[src/rtl/bram_program_loader_pkg.sv]
// Shared definitions for the BRAM program loader: FSM states and stream framing constants.
package bram_program_loader_pkg;

  typedef enum logic [2:0] {
    ST_HEADER,
    ST_CHECK,
    ST_DATA,
    ST_WRITE,
    ST_START,
    ST_DONE,
    ST_ERROR
  } state_e;

  localparam int unsigned BYTES_PER_WORD = 4;
  localparam int unsigned HEADER_BYTES   = 4;
  localparam int unsigned BYTE_CNT_BITS  = 2;

endpackage

[src/rtl/bram_program_loader_byte_word_assembler.sv]
// Collects four stream bytes little-endian into a 32-bit word; word_valid fires with the 4th byte.
module bram_program_loader_byte_word_assembler
  import bram_program_loader_pkg::*;
(
  input  logic        clock,
  input  logic        reset,
  input  logic        clear,
  input  logic        byte_valid,
  input  logic [7:0]  byte_in,
  output logic        word_valid,
  output logic [31:0] word_out,
  output logic        pending
);

  localparam logic [BYTE_CNT_BITS-1:0] LAST_BYTE = BYTE_CNT_BITS'(BYTES_PER_WORD - 1);

  logic [BYTE_CNT_BITS-1:0] cnt_q, cnt_d;
  logic [31:0]              word_q, word_d;

  always_comb begin
    cnt_d      = cnt_q;
    word_d     = word_q;
    word_valid = 1'b0;
    // Shifting in from the top leaves byte 0 in bits [7:0] after four bytes.
    word_out   = {byte_in, word_q[31:8]};
    if (clear) begin
      cnt_d  = '0;
      word_d = '0;
    end else if (byte_valid) begin
      word_d     = word_out;
      word_valid = (cnt_q == LAST_BYTE);
      cnt_d      = cnt_q + 1'b1;
    end
  end

  always_ff @(posedge clock or negedge reset) begin
    if (!reset) begin
      cnt_q  <= '0;
      word_q <= '0;
    end else begin
      cnt_q  <= cnt_d;
      word_q <= word_d;
    end
  end

  assign pending = (cnt_q != '0);

endmodule

[src/rtl/bram_program_loader.sv]
// Loads a count-prefixed little-endian word stream into program BRAM, then releases and starts the core.
module bram_program_loader
  import bram_program_loader_pkg::*;
#(
  parameter int unsigned DATA_WIDTH       = 32,
  parameter int unsigned ADDRESS_BITS     = 32,
  parameter int unsigned MEM_ADDRESS_BITS = 10,
  parameter logic [ADDRESS_BITS-1:0] BOOT_ADDRESS = '0
) (
  input  logic                        clock,
  input  logic                        reset,
  input  logic                        rx_valid,
  input  logic [7:0]                  rx_data,
  output logic                        rx_ready,
  input  logic                        reload,
  output logic                        mem_write,
  output logic [MEM_ADDRESS_BITS-1:0] mem_address,
  output logic [DATA_WIDTH-1:0]       mem_data,
  output logic                        core_reset,
  output logic                        start,
  output logic [ADDRESS_BITS-1:0]     program_address,
  output logic                        busy,
  output logic                        done,
  output logic                        error
);

  localparam logic [31:0] MAX_WORDS = 32'd1 << MEM_ADDRESS_BITS;

  state_e                      state_q, state_d;
  logic [MEM_ADDRESS_BITS:0]   addr_q, addr_d;
  logic [31:0]                 count_q, count_d;
  logic [DATA_WIDTH-1:0]       data_q, data_d;

  logic        accept;
  logic        word_valid;
  logic [31:0] word_out;
  logic        pending;

  assign accept = rx_valid & rx_ready;

  bram_program_loader_byte_word_assembler u_assembler (
    .clock      (clock),
    .reset      (reset),
    .clear      (reload),
    .byte_valid (accept),
    .byte_in    (rx_data),
    .word_valid (word_valid),
    .word_out   (word_out),
    .pending    (pending)
  );

  always_comb begin
    state_d         = state_q;
    addr_d          = addr_q;
    count_d         = count_q;
    data_d          = data_q;
    rx_ready        = 1'b0;
    mem_write       = 1'b0;
    start           = 1'b0;
    core_reset      = 1'b1;
    busy            = 1'b0;
    done            = 1'b0;
    error           = 1'b0;
    program_address = '0;

    unique case (state_q)
      ST_HEADER: begin
        rx_ready = 1'b1;
        busy     = pending;
        if (word_valid) begin
          count_d = word_out;
          state_d = ST_CHECK;
        end
      end
      ST_CHECK: begin
        busy = 1'b1;
        if (count_q == '0 || count_q > MAX_WORDS) begin
          state_d = ST_ERROR;
        end else begin
          addr_d  = '0;
          state_d = ST_DATA;
        end
      end
      ST_DATA: begin
        rx_ready = 1'b1;
        busy     = 1'b1;
        if (word_valid) begin
          data_d  = word_out;
          state_d = ST_WRITE;
        end
      end
      ST_WRITE: begin
        busy      = 1'b1;
        mem_write = 1'b1;
        addr_d    = addr_q + 1'b1;
        // Counter is one bit wider than the BRAM address so a full image compares without wrap.
        state_d   = (32'(addr_q) + 32'd1 == count_q) ? ST_START : ST_DATA;
      end
      ST_START: begin
        busy            = 1'b1;
        core_reset      = 1'b0;
        start           = 1'b1;
        program_address = BOOT_ADDRESS;
        state_d         = ST_DONE;
      end
      ST_DONE: begin
        done       = 1'b1;
        core_reset = 1'b0;
      end
      ST_ERROR: begin
        error = 1'b1;
      end
      default: state_d = ST_HEADER;
    endcase

    if (reload) begin
      state_d = ST_HEADER;
      addr_d  = '0;
      count_d = '0;
    end
  end

  always_ff @(posedge clock or negedge reset) begin
    if (!reset) begin
      state_q <= ST_HEADER;
      addr_q  <= '0;
      count_q <= '0;
      data_q  <= '0;
    end else begin
      state_q <= state_d;
      addr_q  <= addr_d;
      count_q <= count_d;
      data_q  <= data_d;
    end
  end

  assign mem_address = addr_q[MEM_ADDRESS_BITS-1:0];
  assign mem_data    = data_q;

endmodule

[config.mk]
export PLATFORM = sky130hd
export DESIGN_NAME = bram_program_loader
export DESIGN_NICKNAME = d
export VERILOG_FILES = /design/src/rtl/bram_program_loader_pkg.sv /design/src/rtl/bram_program_loader_byte_word_assembler.sv /design/src/rtl/bram_program_loader.sv
export SDC_FILE = /design/constraint.sdc
export NUM_CORES = 1
export LEC_CHECK = 0
export ABC_AREA = 0
export BUFFER_PORTS_ARGS = -buffer_cell sky130_fd_sc_hd__buf_4
export CORE_MARGIN = 8
export CORE_UTILIZATION = 55
export CTS_CLUSTER_SIZE = 24
export DETAILED_ROUTE_END_ITERATION = 8
export GPL_TIMING_DRIVEN = 0
export PLACE_DENSITY = 0.79
export SYNTH_ARGS = -nofsm -noshare
export SYNTH_HDL_FRONTEND = slang
export SYNTH_SLANG_ARGS = --single-unit
[constraint.sdc]
create_clock -name clock -period 2.5 [get_ports clock]
set_input_delay 0.125 -clock clock [delete_from_list [all_inputs] [get_ports clock]]
set_output_delay 0.125 -clock clock [all_outputs]
set_load 0.02 [all_outputs]
Word-level counts from Yosys, hierarchy flattened
Index checks and enable logic that the tools add are counted.
Operators by class
  $add $sub $neg: 3
  magnitude comparators: 1
  equal/unequal tests: 12
  mux-type cells: 25
  bitwise operators: 1
  reductions and logical operators: 16
Operator list (number)
  two-way mux 32 bit: 5
  equality test 12 x 32 -> 1 bit: 1
  greater-than comparator 32 x 11 -> 1 bit (second input constant): 1
  logical NOT 32 bit: 1
  two-way mux 11 bit: 2
  case mux 11 bit (2 select lines): 1
  case mux 3 bit (6 select lines): 1
  two-way mux 3 bit: 5
  adder 11 x 1 -> 12 bit (second input constant): 1
  adder 11 x 1 -> 11 bit (second input constant): 1
  equality test 3 bit (second input constant): 3
  two-way mux 1 bit: 8
  nonzero test 2 bit: 4
  equality test 3 x 2 -> 1 bit (second input constant): 2
  inequality test 3 x 2 -> 1 bit (second input constant): 2
  AND reduction 2 bit: 3
  OR reduction 2 bit: 3
  two-way mux 2 bit: 2
  OR reduction 4 bit: 1
  equality test 3 x 1 -> 1 bit (second input constant): 1
  logical NOT 3 bit: 1
  inequality test 3 bit (second input constant): 1
  AND reduction 3 bit: 1
  nonzero test 3 bit: 1
  6 further kinds: 6
Word-level totals
  register bits: 112
  input bits: 12
  output and inout bits: 81
  logic and storage cells: 64

Depth between registers and ports, before layout
  depth after elaboration: 9
  gate-level depth with buffers: 10
  mapped depth without buffers: 7

Cells and area by module
From an unflattened synthesis, not the netlist that was laid out.
Unflattened totals
  cells, all modules: 517
  area total of the unflattened synthesis: 5201.2 um^2
By module, submodules not included
  bram_program_loader: instances 1, cells an instance 418, area each 4021.4 um^2, seq. area each 1951.9 um^2
  bram_program_loader_byte_word_assembler: instances 1, cells an instance 99, area each 1179.9 um^2, seq. area each 650.6 um^2

Worst setup path after synthesis
No wires, ideal clock.
  kind: register to register
  start: reg state_q[0]
  end: reg data_q[5], in the netlist mem_data[5]
  setup time: 0.128 ns
  arrival time: 1.939 ns
  required time: 2.372 ns
  slack: 0.434 ns
  stages on the path, launching flop included: 8
  path buffers: 3
  period minus slack after synthesis: 2.066 ns
  cell sequence: dfrtp_1 > clkbuf_1 > nor2_1 > and2_1 > buf_2 > nand4b_1 > buf_2 > mux2_1
On the way
  longest elaborated chain between the ends: 7
  elaborated cells between the ends (all ways): 8
  those cells by class: eq/ne (1); mux (3); bitwise (1); reduce/logical (3)
RTL lines
  from (decl): RTL line bram_program_loader.sv:29  | state_e state_q, state_d;
  from (signal assigned): RTL line bram_program_loader.sv:130  | state_q <= state_d;
  equality test 3 x 2 -> 1 bit / logical NOT 3 bit (equally long branches): RTL line bram_program_loader.sv:66  | unique case (state_q)
  OR reduction 2 bit (no source line) (*)
  two-way mux 1 bit (*): RTL line bram_program_loader.sv:66
  net rx_ready: RTL line bram_program_loader.sv:14  | output logic rx_ready,
  bitwise AND 1 bit (*): RTL line bram_program_loader.sv:39  | assign accept = rx_valid & rx_ready;
  two-way mux 1 bit (*): RTL line bram_program_loader_byte_word_assembler.sv:29  | end else if (byte_valid) begin
  two-way mux 1 bit (*): RTL line bram_program_loader_byte_word_assembler.sv:26  | if (clear) begin
  AND reduction 2 bit (no source line) (*)
  to (signal assigned): RTL line bram_program_loader.sv:133  | data_q <= data_d;
  to (decl): RTL line bram_program_loader.sv:32  | logic [DATA_WIDTH-1:0] data_q, data_d;
The timed path passes the listed nets; every way through them passes the cells marked *.
A chain may end at the register's enable or synchronous reset.

Worst setup path in the final report
  start: reg state_q[0]
  end: reg data_q[5], in the netlist mem_data[5]
On the way
  longest elaborated chain between the ends: 7
  elaborated cells between the ends (all ways): 8
  those cells by class: eq/ne (1); mux (3); bitwise (1); reduce/logical (3)
RTL lines (RTL line)
  equality test 3 x 2 -> 1 bit / logical NOT 3 bit (equally long branches): bram_program_loader.sv:66
  OR reduction 2 bit (no source line)
  two-way mux 1 bit: bram_program_loader.sv:66
  bitwise AND 1 bit: bram_program_loader.sv:39
  two-way mux 1 bit: bram_program_loader_byte_word_assembler.sv:29
  two-way mux 1 bit: bram_program_loader_byte_word_assembler.sv:26
  AND reduction 2 bit (no source line) (*)
Mark *: on every way between the ends. The rest lies on a longest branch, timed or not.

==> flow_metrics.env <==
export IMPL_outcome="finished clean"
export IMPL_cts_sinks=104
export IMPL_synthArstFlopShare_pct=100.0
export IMPL_cts_tree="yes"
export IMPL_crit_buf_inv=3
export IMPL_gp_congestion=0.8637
export IMPL_drive_gt1_share_pct=26.84
export IMPL_wire_per_inst_um=15.93
export IMPL_synth_top_area_cell="dfrtp_1"
export IMPL_critPathKind="flop to flop"
export IMPL_start_util_pct=55.83
export IMPL_min_path_cells=3
export IMPL_die_h_um=111.9
export IMPL_synth_cell_types=47
export IMPL_ys_top_cells_by_area="dfrtp_1 (51%), nand2_1 (9.0%), mux2_2 (6.9%)"
export IMPL_synth_area_um2=5061
export IMPL_post_cts_buffers=0
export IMPL_std_cell_rows=35
export IMPL_ys_flop_type="dfrtp_1"
export IMPL_antenna_found_initial=0
export IMPL_r2r_end="mem_data[5]$_DFFE_PN0P_"
export IMPL_synthDominantCellAreaShare_pct=51.42
export IMPL_drv_slew=0
export IMPL_tightest_slew_ns=0.9281
export IMPL_grt_pass1_vias=3920
export IMPL_clk_pin_slew_ns=0.11
export IMPL_first_iter_violations=179
export IMPL_yosysWarnings=0
export IMPL_r2r_cells=7
export IMPL_power_density_nw_per_um2=521.1
export IMPL_die_w_um=111.9
export IMPL_ir_drop_mv=0.3944
export IMPL_rsz0062_at_grt="false"
export IMPL_fin_ws_ns=0.2541
export IMPL_cp_required_ns=2.76
export IMPL_setup_viol=0
export IMPL_cp_slowest_cell="dfrtp_1"
export IMPL_post_cts_resized=0
export IMPL_hold_end="count_q[26]$_DFFE_PN0P_"
export IMPL_cts_htree_levels=3
export IMPL_core_um2=9065
export IMPL_worstPathCellList="clkbuf_1 -> nor2_1 -> and2_1 -> buf_2 -> nand4b_1 -> buf_2 -> mux2_1"
export IMPL_insertion_delay_ns=0.37
export IMPL_synth_edf_count=0
export IMPL_hold_path_class="primary input to flop"
export IMPL_ys_ff_latch=104
export IMPL_vias_per_cell=5.297
export IMPL_synth_seq_area_share_pct=51.42
export IMPL_port_buffers=60
export IMPL_rr_startpoint="state_q[0]$_DFFE_PN0P_"
export IMPL_dr_total_vias=3962
export IMPL_area_growth_syn_to_layout_pct=19.78
export IMPL_r2r_slack_ns=0.25
export IMPL_synthCells=523
export IMPL_syn_avg_cell_area_um2=9.677
export IMPL_die_area_um2=12530
export IMPL_antenna_cells=0
export IMPL_slew_headroom_pct=38.13
export IMPL_cts_made_buffers=9
export IMPL_grt_pass1_wl_mm=19.50
export IMPL_finClkSkew_ns=0.01091
export IMPL_fin_tns_setup_ns=0
export IMPL_min_from="rx_data[2]"
export IMPL_max_stage_delay_ns=0.38
export IMPL_crit_family="buffers and inverters"
export IMPL_fin_crit_ns=2.246
export IMPL_wl_mm=11.91
export IMPL_min_period_over_period_pct=89.84
export IMPL_clk_root_buffer_cell="clkbuf_8"
export IMPL_fmax_mhz=445.3
export IMPL_io_pins=93
export IMPL_overflow=0
export IMPL_critPathMostFrequentCell="buf_2"
export IMPL_ant_nets=0
export IMPL_power_leakage_nw=2.989
export IMPL_final_hold_violation_count=0
export IMPL_critPathLaunch="state_q[0]$_DFFE_PN0P_"
export IMPL_grt_max_degree=105
export IMPL_cp_end_kind="flop"
export IMPL_pre_cts_slack_ns=0.2791
export IMPL_nNetsFinal=647
export IMPL_clockBufferDepth=2
export IMPL_worstPathArrival_ns=2.50
export IMPL_startpoint_type="flop"
export IMPL_maxCapViolations=0
export IMPL_drc=0
export IMPL_dr_pass1_iters=4
export IMPL_crit_fanout=10
export IMPL_hpwl_mm=8.750
export IMPL_gr_usage_all_layers_pct=19.00
==> cells in the mapped netlist (all sizes together) (2+ instances only) <==
master and count:
and2 5, ha 3, a31oi 5, nand3 10, clkbuf 14, xor2 7
nor3 3, nor4 7, nand3b 4, a21oi 63, nor2 17, xnor2 13
buf 61, o21ai 11, nand2 122, or2 2, mux2 32, nand4 3
inv 6, nand2b 5, o31ai 4, dfrtp 104, a211oi 2, and3 5
==> state kept, by name, summed over array words and instances (netlist names) <==
signal	count
state_q	3
u_assembler.cnt_q	2
u_assembler.word_q	24
count_q	32
mem_data	32
addr_q	11
==> routing by layer <==
metal	routed length, µm	vias up	global-route usage [%]
li1	-	1891	-
met3	707	14	4.978
met5	0	-	0
met4	162	0	5.014
met1	4806	1944	22.01
met2	6236	113	33.93
==> worst register-to-register path, delay by kind of cell (launching register included) <==
family | cells | cell delay [ns]
multiplexers | 1 | 0.33
AND/OR/NAND/NOR | 3 | 0.69
buffers and inverters | 3 | 0.74
flip-flops | 1 | 0.38
==> report_power, final <==
| group | internal [W] | switching (W) |
|---|---|---|
| Sequential | 0.00170 | 0.0000268 |
| Clock | 0.000517 | 0.000627 |
| Combinational | 0.0000983 | 0.000186 |
| Total | 0.00232 | 0.000839 |
==> worst max path at each step <==
stage	to	slack, ns	cells after the start
after CTS	mem_data[5]$_DFFE_PN0P_	0.25	7
after global placement	state_q[1]$_DFFE_PN0P_	0.29	6
after detailed placement	mem_data[5]$_DFFE_PN0P_	0.28	7
after floorplan	mem_data[5]$_DFFE_PN0P_	0.43	7
after global routing	count_q[16]$_DFFE_PN0P_	0.04	9
final	mem_data[5]$_DFFE_PN0P_	0.25	7
==> layout make-up <==
cell class                      count  area [µm²]
Fill cell                         718        3003
Sequential cell                   104        2603
Multi-Input combinational cell    369        2082
Timing Repair Buffer               67       524.3
Buffer                             75       470.5
Tap cell                          111       138.9
Clock buffer                       10       137.6
Clock inverter                      6       83.83
Inverter                            6       22.52
==> cells by family (layout without fill, tap and decap cells) <==
kind of cell / after synthesis / in the layout / share of synthesized area (%)
compound gates: 93 / 93 / 10.33
other cells: 1 / 32 / 0.07409
buf+inv: 81 / 164 / 9.740
xor+xnor: 20 / 20 / 3.461
simple gates: 188 / 188 / 16.91
flops: 104 / 104 / 51.42
fa+ha+maj: 3 / 3 / 0.7417
mux: 33 / 33 / 7.318
==> cell usage in the layout (no fill, tap or decap), drive strengths merged, types with 2 or more instances in the layout <==
cell,count
a211oi,2
a21oi,63
a31oi,5
and2,5
and3,5
buf,121
clkbuf,24
conb,32
dfrtp,104
dlygate4sd3,7
ha,3
inv,10
mux2,32
nand2,122
nand2b,5
nand3,10
nand3b,4
nand4,3
nor2,17
nor3,3
nor4,7
o21ai,11
o31ai,4
or2,2
xnor2,13
xor2,7
==> metrics by stage <==
step	hold WS [ns]	total power, W	cells	cell area, µm²	utilization [%]
CTS	0.0006054	0.003166	745	6028	66.50
global route	0.01164	0.003261	748	6062	66.87
global placement	0.3823	0.002028	725	5767	63.62
finish	0.01361	0.003159	748	6062	66.87
detailed placement	0.3852	0.002035	725	5767	63.62
floorplan	-0.1706	0.001932	554	5177	-
==> timing repair <==
item                                    CTS  global route
hold buffers                              4             3
endpoints found under the setup margin    0             0
hold endpoints to repair                  7           106
(Power assumes the default switching activity.)
